==> src/rtl/sonar_escalonador.sv <==
// sonar_escalonador: round-robin scheduler sharing one ultrasonic interface
// among N_SENSORES muxed sensors. Pulses medir, waits for pronto under a
// watchdog, tags results with the sensor id and enforces a minimum
// start-to-start interval between measurements.
// Optional: define ESCALONADOR_CONTA_FALHAS_EN to add the 8-bit saturating
// failure counter output 'falhas'.
module sonar_escalonador #(
  parameter int unsigned N_SENSORES = 4,
  parameter int unsigned SELW       = 2,
  parameter int unsigned W          = 12,
  parameter int unsigned INTERVALO  = 3000000,
  parameter int unsigned TIMEOUT    = 2500000
) (
  input  logic            clock,
  input  logic            reset,
  input  logic            ligar,
  input  logic            pronto_sensor,
  input  logic [W-1:0]    medida,
  output logic            medir,
  output logic            reset_sensor,
  output logic [SELW-1:0] sel,
  output logic [W-1:0]    dado,
  output logic [SELW-1:0] dado_id,
  output logic            dado_valido,
  output logic            erro,
  output logic [SELW-1:0] erro_id,
  output logic            ocupado,
  output logic [3:0]      db_estado
`ifdef ESCALONADOR_CONTA_FALHAS_EN
  ,
  output logic [7:0]      falhas
`endif
);

  localparam int unsigned INT_W = (INTERVALO > 1) ? $clog2(INTERVALO) : 1;
  localparam int unsigned WD_W  = (TIMEOUT > 1) ? $clog2(TIMEOUT) : 1;
  localparam logic [INT_W-1:0] INT_MAX  = INT_W'(INTERVALO - 1);
  localparam logic [WD_W-1:0]  WD_MAX   = WD_W'(TIMEOUT - 1);
  localparam logic [SELW-1:0]  SEL_LAST = SELW'(N_SENSORES - 1);

  typedef enum logic [3:0] {
    OCIOSO           = 4'b0000,
    DISPARA          = 4'b0001,
    AGUARDA          = 4'b0010,
    REGISTRA         = 4'b0011,
    FALHA            = 4'b0100,
    PROXIMO          = 4'b0101,
    ESPERA_INTERVALO = 4'b0110,
    ILEGAL           = 4'b1110
  } estado_t;

  estado_t           estado;
  logic [INT_W-1:0]  cnt_intervalo;
  logic [WD_W-1:0]   cnt_watchdog;

  // Scheduler FSM with interval counter, watchdog and captured result registers
  always_ff @(posedge clock) begin
    if (!reset) begin
      estado        <= OCIOSO;
      cnt_intervalo <= '0;
      cnt_watchdog  <= '0;
      sel           <= '0;
      dado          <= '0;
      dado_id       <= '0;
      erro_id       <= '0;
    end else begin
      // Interval counter runs outside ocioso and saturates; clears below override
      if (estado != OCIOSO && cnt_intervalo != INT_MAX)
        cnt_intervalo <= cnt_intervalo + INT_W'(1);

      case (estado)
        OCIOSO: begin
          if (ligar) begin
            estado        <= DISPARA;
            cnt_intervalo <= '0;
            cnt_watchdog  <= '0;
          end
        end
        DISPARA: begin
          estado       <= AGUARDA;
          cnt_watchdog <= '0;
        end
        AGUARDA: begin
          if (cnt_watchdog != WD_MAX)
            cnt_watchdog <= cnt_watchdog + WD_W'(1);
          // pronto takes priority over a coincident watchdog expiry
          if (pronto_sensor) begin
            estado  <= REGISTRA;
            dado    <= medida;
            dado_id <= sel;
          end else if (cnt_watchdog == WD_MAX) begin
            estado  <= FALHA;
            erro_id <= sel;
          end
        end
        REGISTRA, FALHA: begin
          estado <= PROXIMO;
          sel    <= (sel == SEL_LAST) ? '0 : sel + SELW'(1);
        end
        PROXIMO: begin
          estado <= ESPERA_INTERVALO;
        end
        ESPERA_INTERVALO: begin
          if (!ligar) begin
            estado <= OCIOSO;
          end else if (cnt_intervalo == INT_MAX) begin
            estado        <= DISPARA;
            cnt_intervalo <= '0;
            cnt_watchdog  <= '0;
          end
        end
        default: begin
          estado <= OCIOSO;
        end
      endcase
    end
  end

`ifdef ESCALONADOR_CONTA_FALHAS_EN
  // Saturating count of watchdog failures since reset
  always_ff @(posedge clock) begin
    if (!reset)
      falhas <= '0;
    else if (estado == AGUARDA && !pronto_sensor && cnt_watchdog == WD_MAX && falhas != 8'hFF)
      falhas <= falhas + 8'd1;
  end
`endif

  // Moore control outputs decoded from the registered state
  assign medir        = (estado == DISPARA);
  assign dado_valido  = (estado == REGISTRA);
  assign erro         = (estado == FALHA);
  assign reset_sensor = (estado == FALHA);
  assign ocupado      = (estado != OCIOSO);
  assign db_estado    = estado;

endmodule

==> config.mk <==
export PLATFORM = sky130hd
export DESIGN_NAME = sonar_escalonador
export DESIGN_NICKNAME = d
export VERILOG_FILES = /design/src/rtl/sonar_escalonador.sv
export SDC_FILE = /design/constraint.sdc
export NUM_CORES = 1
export LEC_CHECK = 0
export CAP_MARGIN = 20
export CORE_MARGIN = 2
export CORE_UTILIZATION = 60
export CTS_BUF_LIST = sky130_fd_sc_hd__clkbuf_2 sky130_fd_sc_hd__clkbuf_4 sky130_fd_sc_hd__clkbuf_8
export DETAILED_ROUTE_END_ITERATION = 10
export GPL_ROUTABILITY_DRIVEN = 0
export GPL_TIMING_DRIVEN = 0
export MAX_ROUTING_LAYER = met4
export PLACE_DENSITY = 0.91
export SLEW_MARGIN = 20
export SYNTH_ARGS = -nofsm -noshare
export SYNTH_HDL_FRONTEND = slang
export SYNTH_SLANG_ARGS = --single-unit
==> constraint.sdc <==
create_clock -name clock -period 6.05 [get_ports clock]
set_clock_uncertainty 0.15 [all_clocks]
set_input_delay 1.815 -clock clock [delete_from_list [all_inputs] [get_ports clock]]
set_output_delay 1.815 -clock clock [all_outputs]
set_load 0.02 [all_outputs]
==> reports/metrics.yaml, run 1 <==
route:
  drt_iter0_markers: 308
  routed_wl_um: 8800
  route.detailed.drc: 0
  via_per_inst: 6.27
  num_vias: 3342
  final_antenna_net_count: 0
  drt-pass1-iter-count: 5
  wire_per_inst_um: 16.5
grt:
  track_usage_pct: 29.6
  grt_pass1_vias: 3051
  antenna_found_initial: 0
  grt_overflow_total: 0
  grt_pass1_wl_um: 14300
  grt_max_degree: 13
timing:
  slew_violations: 0
  worst_slew_pin_slew_ps: 698
  rsz0062_at_grt: "false"
  hold_viol: 0
  max_freq_mhz: 236
  setup_tns_ps: 0
  maxSlewHeadroom_pct: 53.4
  period_share_pct: 69.9
  setup_viol: 0
  post-route-min-period_ps: 4230
hold_path:
  min_path_type: "reg -> reg"
  min_from: "dado[5]$_SDFFE_PN0P_"
  whs_path_depth: 2
  worst_hold_path.endpoint: "dado[5]$_SDFFE_PN0P_"
clock_tree:
  htree_levels: 3
  clock_latency_ps: 350
  path_clk_slew_ps: 80
  cts.sinks: 65
  post_cts_buffers: 0
  cts_hold_buffers: 0
  cts_root_buf: "clkbuf_8"
  numCtsBuffers: 9
  cts_buffer_depth: 2
  cts_resized: 0
  cts_tree: "done"
pwr:
  ir_worst_vdd_mv: 0.202
  p_per_area_mw_per_mm2: 248
  power_frac_seq_pct: 44.1
  clkPwrFrac_pct: 40.9
  pwr-share-comb_pct: 14.9
  swShare_pct: 28.5
  leakage_nw: 1.36
  total_switching_power_mw: 0.288
  p_int_mw: 0.722
floorplan:
  die_y_um: 79.0
  fp.dieW_um: 79.0
  initial_utilization_pct: 61.6
  rows: 27
  io-pin-count: 43
  core-area_mm2: 0.00547
  die_area_mm2: 0.00623
critical_path:
  cp_slowest_cell: "clkdlybuf4s50_1"
  critPathTopFamily: "buffers and inverters"
  required_ps: 4090
  worstPathCellList: "clkbuf_1 > inv_1 > nor3_1 > buf_4 > clkdlybuf4s50_1"
  path_buf_inv: 4
  r2r_end: "cnt_watchdog[8]$_SDFFE_PN0P_"
  worstPathMaxFanout: 9
  r2r-start: "cnt_intervalo[11]$_SDFF_PN0_"
  slowest_delay_ps: 600
  r2r_slack_ps: 3340
  worst-r2r-cell-count: 8
  critical_path_arrival_ps: 2270
  startpoint_type: "register"
  end_kind: "output pin"
  crit_type: "reg -> out"
layout:
  diodes: 0
  final_area_mm2: 0.00408
  fin_nets: 475
  syn_to_final_growth_pct: 21.2
  finalNonFillerCells: 533
  drive_above_1_share_pct: 8.46
placed_design:
  io_buffers: 40
  dp_cells: 517
  dpl-instance-area_mm2: 0.00386
  hpwl_um: 6080
synthesis:
  avgSynthCellArea_um2: 8.32
  syn-num-nets: 424
  yosysWarnings: 0
  syn_inst: 405
  ys_seq_elements: 65
  synth_seq_area_share_pct: 38.6
  yosysUniqueCellTypes: 52
  netlist_area_mm2: 0.00337
run:
  maxCapViolCount: 0
outcome:
  status: "finished clean"
-- kinds of logic (layout without fill, tap and decap cells) --
group | after synthesis | in the layout | share of synthesized area [%]
adders and majority gates | 3 | 3 | 1.11
and+or+nand+nor | 192 | 192 | 29.5
xor gates and xnor gates | 13 | 13 | 3.38
DFF | 65 | 65 | 38.6
other | 1 | 1 | 0.111
muxes | 8 | 8 | 2.38
AOI/OAI and AO/OA | 90 | 90 | 20.5
buffers and inverters | 33 | 89 | 4.45
-- cells in the final DEF, fill, tap and decap left out, types with 3 or more instances in the layout --
master           count
dfxtp_1             65
nand2_1             63
clkdlybuf4s50_1     40
nor2_1              28
a21oi_1             28
nand3_1             27
a2111o_1            17
clkbuf_1            14
nor3_1              14
o2111ai_1           14
nand4_1             13
xor2_1              10
buf_2                9
clkbuf_8             9
and3_1               8
mux2i_1              8
inv_1                7
o21ai_0              7
or3_1                7
o21ai_1              6
or4_1                4
nand2b_1             4
nor4_1               3
nor4b_1              3
xnor2_1              3
and4_1               3
or2_2                3
ha_1                 3
-- stage by stage --
stage               power [mW]  setup slack (ps)  hold WS (ps)  util (%)
floorplan                0.548              2430           299         -
global placement         0.599              1940           292      70.6
detailed placement       0.603              1920           299      70.6
CTS                       1.01              1870           310      74.5
global route              1.05              1750           317      74.6
finish                    1.01              1820           314      74.6
-- per-layer routing --
| layer | track usage (%) | vias to the layer above | part of all wire [%] |
|---|---|---|---|
| met2 | 49.1 | 143 | 49 |
| met3 | 5.80 | 22 | 6.2 |
| met1 | 36.0 | 1571 | 42 |
| met5 | - | - | 0 |
| met4 | 10.9 | 0 | 2.1 |
| li1 | - | 1606 | - |
-- tightest hold or removal path: stages (launching register included) --
cell and delay [ps]:
dfxtp_1 310, nand2_1 50, a21oi_1 60
-- worst max-delay path by stage --
stage | startpoint | end | slack, ps | cells past startpoint
CTS | db_estado[2]$_SDFFE_PN0P_ | reset_sensor | 1870 | 5
global placement | ligar | cnt_watchdog[8]$_SDFFE_PN0P_ | 1940 | 9
floorplan | db_estado[2]$_SDFFE_PN0P_ | reset_sensor | 2430 | 4
global route | db_estado[2]$_SDFFE_PN0P_ | ocupado | 1750 | 4
detailed placement | ligar | cnt_watchdog[19]$_SDFFE_PN0P_ | 1920 | 9
finish | db_estado[2]$_SDFFE_PN0P_ | reset_sensor | 1820 | 5
-- power by group through the flow --
stage | combinational, mW | clock [mW] | sequential [mW]
floorplan | 0.0871 | 0 | 0.461
global route | 0.162 | 0.437 | 0.447
finish | 0.151 | 0.414 | 0.446
detailed placement | 0.147 | 0 | 0.455
global placement | 0.144 | 0 | 0.455
CTS | 0.148 | 0.415 | 0.446
-- flip-flops by register name, summed over array words and instances, names as in the netlist --
signal and flops:
db_estado 3, cnt_intervalo 22, cnt_watchdog 22, dado 12
erro_id 2, dado_id 2, sel 2
-- final cells by class --
| cell class | count | area, um^2 |
|---|---|---|
| plain buffers | 26 | 124 |
| clock buffers | 9 | 124 |
| clock inverters | 7 | 93.8 |
| fillers | 399 | 1390 |
| inverters | 7 | 26.3 |
| multi-input cells | 307 | 1920 |
| flip-flops and latches | 65 | 1300 |
| well taps | 72 | 90.1 |
| repair buffers | 40 | 400 |
-- cells in the mapped netlist (all sizes together) --
| master | n | area share (%) |
|---|---|---|
| a2111o | 17 | 5.7 |
| a2111oi | 2 | 1.3 |
| a211o | 1 | 0.26 |
| a211oi | 2 | 0.45 |
| a21boi | 2 | 0.45 |
| a21o | 1 | 0.22 |
| a21oi | 29 | 4.4 |
| a221oi | 1 | 0.26 |
| a31oi | 1 | 0.19 |
| and2 | 3 | 0.56 |
| and3 | 8 | 1.5 |
| and4 | 3 | 0.78 |
| buf | 12 | 2.1 |
| clkbuf | 14 | 1.6 |
| conb | 1 | 0.11 |
| dfxtp | 65 | 39 |
| ha | 3 | 1.1 |
| inv | 7 | 0.78 |
| mux2i | 8 | 2.4 |
| nand2 | 63 | 7.0 |
| nand2b | 4 | 0.74 |
| nand3 | 27 | 4.0 |
| nand4 | 13 | 2.4 |
| nand4b | 2 | 0.52 |
| nand4bb | 2 | 0.67 |
| nor2 | 28 | 3.1 |
| nor3 | 14 | 2.1 |
| nor3b | 1 | 0.22 |
| nor4 | 4 | 1.2 |
| nor4b | 4 | 1.2 |
| nor4bb | 1 | 0.30 |
| o2111ai | 14 | 3.6 |
| o21a | 2 | 0.45 |
| o21ai | 14 | 2.4 |
| o22ai | 2 | 0.37 |
| o31ai | 2 | 0.45 |
| or2 | 3 | 0.56 |
| or3 | 7 | 1.3 |
| or4 | 4 | 0.89 |
| or4b | 1 | 0.41 |
| xnor2 | 3 | 0.78 |
| xor2 | 10 | 2.6 |
Note: power is estimated with default switching activity, not from simulation.
==> run 2, diff against run 1 <==
Settings changed: CORE_UTILIZATION 60 to 57, PLACE_DENSITY 0.91 to 0.87.
Clock period 6.05 ns to 3.9 ns, I/O delays scaled along.
==> run 2 against run 1 <==
Design area fell by 0.80%. Register-to-register slack worse by 2200 ps. Clock power is 29% higher. Critical path depth unchanged. Sequential share of layout area up 0.26 points. Sequential power increased by 55%. Setup slack worse by 1500 ps. Core utilization shrank 5.0 points. Non-clock buffer count did not move. Via count down 3.4%. Clock-buffer cell count is 4 higher. Global-route usage fell by 2.3 points. Largest cell class unchanged. Largest power group unchanged. Highest routed layer unchanged.
==> reports/metrics.yaml, run 2 (synthesis gave the netlist of run 1 again) <==
floorplan:
  core-area_mm2: 0.00582  # +6.3%
  die_y_um: 80.9  # +2.5%
  rows: 28  # +3.7%
  initial_utilization_pct: 58.0  # -3.6 points
  fp.dieW_um: 80.9  # +2.5%
  io-pin-count: 43  # unchanged
  die_area_mm2: 0.00654  # +5.0%
critical_path:
  required_ps: 2580  # -1510 ps
  cp_slowest_cell: "clkdlybuf4s50_1"
  worstPathMaxFanout: 9  # unchanged
  startpoint_type: "register"
  slowest_delay_ps: 600  # about the same
  end_kind: "output pin"
  worstPathCellList: "clkbuf_1 > inv_1 > nor3_1 > buf_4 > clkdlybuf4s50_1"
  critPathTopFamily: "buffers and inverters"
  crit_type: "reg -> out"
  critical_path_arrival_ps: 2240  # -30 ps
  path_buf_inv: 4  # unchanged
clock_tree:
  cts_root_buf: "clkbuf_8"
  post_cts_buffers: 0  # unchanged
  cts_tree: "done"
  clock_latency_ps: 350  # about the same
  cts.sinks: 65  # unchanged
  path_clk_slew_ps: 70  # about the same
  numCtsBuffers: 9  # unchanged
  cts_resized: 0  # unchanged
  cts_buffer_depth: 2  # unchanged
  htree_levels: 3  # unchanged
  cts_hold_buffers: 0  # unchanged
layout:
  reg_top3: "cnt_intervalo: 22 flops, cnt_watchdog: 22 flops, dado: 12 flops"
  final_common_cell: "dfxtp_1"
  syn_to_final_growth_pct: 20.2
  diodes: 0  # unchanged
  final_area_mm2: 0.00405  # -0.80%
  final_cell_mix: "dfxtp_1 (65), nand2_1 (63), clkdlybuf4s50_1 (40)"
  fin_nets: 475  # unchanged
  drive_above_1_share_pct: 8.46  # unchanged
  fin_util_pct: 69.7  # -5.0 points
timing:
  max_freq_mhz: 281
  post-route-min-period_ps: 3560
  maxSlewHeadroom_pct: 53.9  # +0.47 points
  setup_viol: 0  # unchanged
  hold-worst-slack_ps: 307  # -6.48 ps
  worst_slew_pin_slew_ps: 687  # -11.0 ps
  slew_violations: 0  # unchanged
  period_share_pct: 91.2
  hold_viol: 0  # unchanged
  setup_tns_ps: 0  # unchanged
  rsz0062_at_grt: "false"
hold_path:
  min_path_type: "reg -> reg"
route:
  route.detailed.drc: 0  # unchanged
  routed_wl_um: 8560  # -2.8%
  via_per_inst: 6.02  # -4.0%
  drt_iter0_markers: 195  # -37%
  final_antenna_net_count: 0  # unchanged
  drt-pass1-iter-count: 5  # unchanged
  wire_per_inst_um: 16.0  # -3.3%
  num_vias: 3228  # -3.4%
pwr:
  fin_total_pwr_mw: 1.46  # +45%
  p_per_area_mw_per_mm2: 361  # +46%
  ir_worst_vdd_mv: 0.241  # +19%
  leakage_nw: 1.35  # -0.41%
placed_design:
  io_buffers: 40  # unchanged
  hpwl_um: 6160  # +1.3%
  dpl-instance-area_mm2: 0.00386  # about the same
grt:
  antenna_found_initial: 0  # unchanged
  track_usage_pct: 27.2  # -2.3 points
  grt_pass1_wl_um: 13700  # -4.1%
  grt_overflow_total: 0  # unchanged
  grt_pass1_vias: 2984  # -2.2%
  grt_max_degree: 11  # -2
run:
  maxCapViolCount: 0  # unchanged
outcome:
  status: "finished clean"
[run 2: path summary, 6_finish.rpt]
check	start	endpoint	slack, ps	cells past startpoint
min reg2reg	dado[1]$_SDFFE_PN0P_	dado[1]$_SDFFE_PN0P_	310	2
min	dado[1]$_SDFFE_PN0P_	dado[1]$_SDFFE_PN0P_	310	2
max	db_estado[2]$_SDFFE_PN0P_	reset_sensor	340	5
max reg2reg	cnt_watchdog[0]$_SDFFE_PN0P_	cnt_watchdog[18]$_SDFFE_PN0P_	1180	8
[run 2: layer usage]
layer | part of all wire [%] | track usage [%] | vias to the layer above | routed length, um
met1 | 44 | 32.8 | 1528 | 3800
met3 | 4.1 | 4.67 | 18 | 352
met2 | 50 | 46.0 | 76 | 4270
met5 | 0 | - | - | 0
li1 | - | - | 1606 | -
met4 | 1.5 | 9.83 | 0 | 132
[run 2: metrics by stage]
stage,instances,setup slack [ps]
3_3_place_gp,520,464
5_1_grt,536,229
6_report,536,341
3_5_place_dp,520,420
4_1_cts,536,349
2_1_floorplan,405,926
[run 2: report_power, final]
group	total, mW	switching [mW]	internal, mW	leakage (nW)
sequential	0.693	0.0157	0.677	0.525
clock	0.535	0.258	0.277	0.100
combinational	0.234	0.149	0.0846	0.727
[run 2: worst min-delay path, cell delays in order, from the launching register on]
cell and delay, ps:
dfxtp_1 310, nand2_1 50, a21oi_1 50
[run 2: area by class of cell]
class                   instances  area, um^2
plain buffers                  26         124
clock buffers                  13         166
clock inverters                 3        15.0
fillers                       472        1760
inverters                       7        26.3
multi-input cells             307        1920
flip-flops and latches         65        1300
well taps                      75        93.8
repair buffers                 40         400
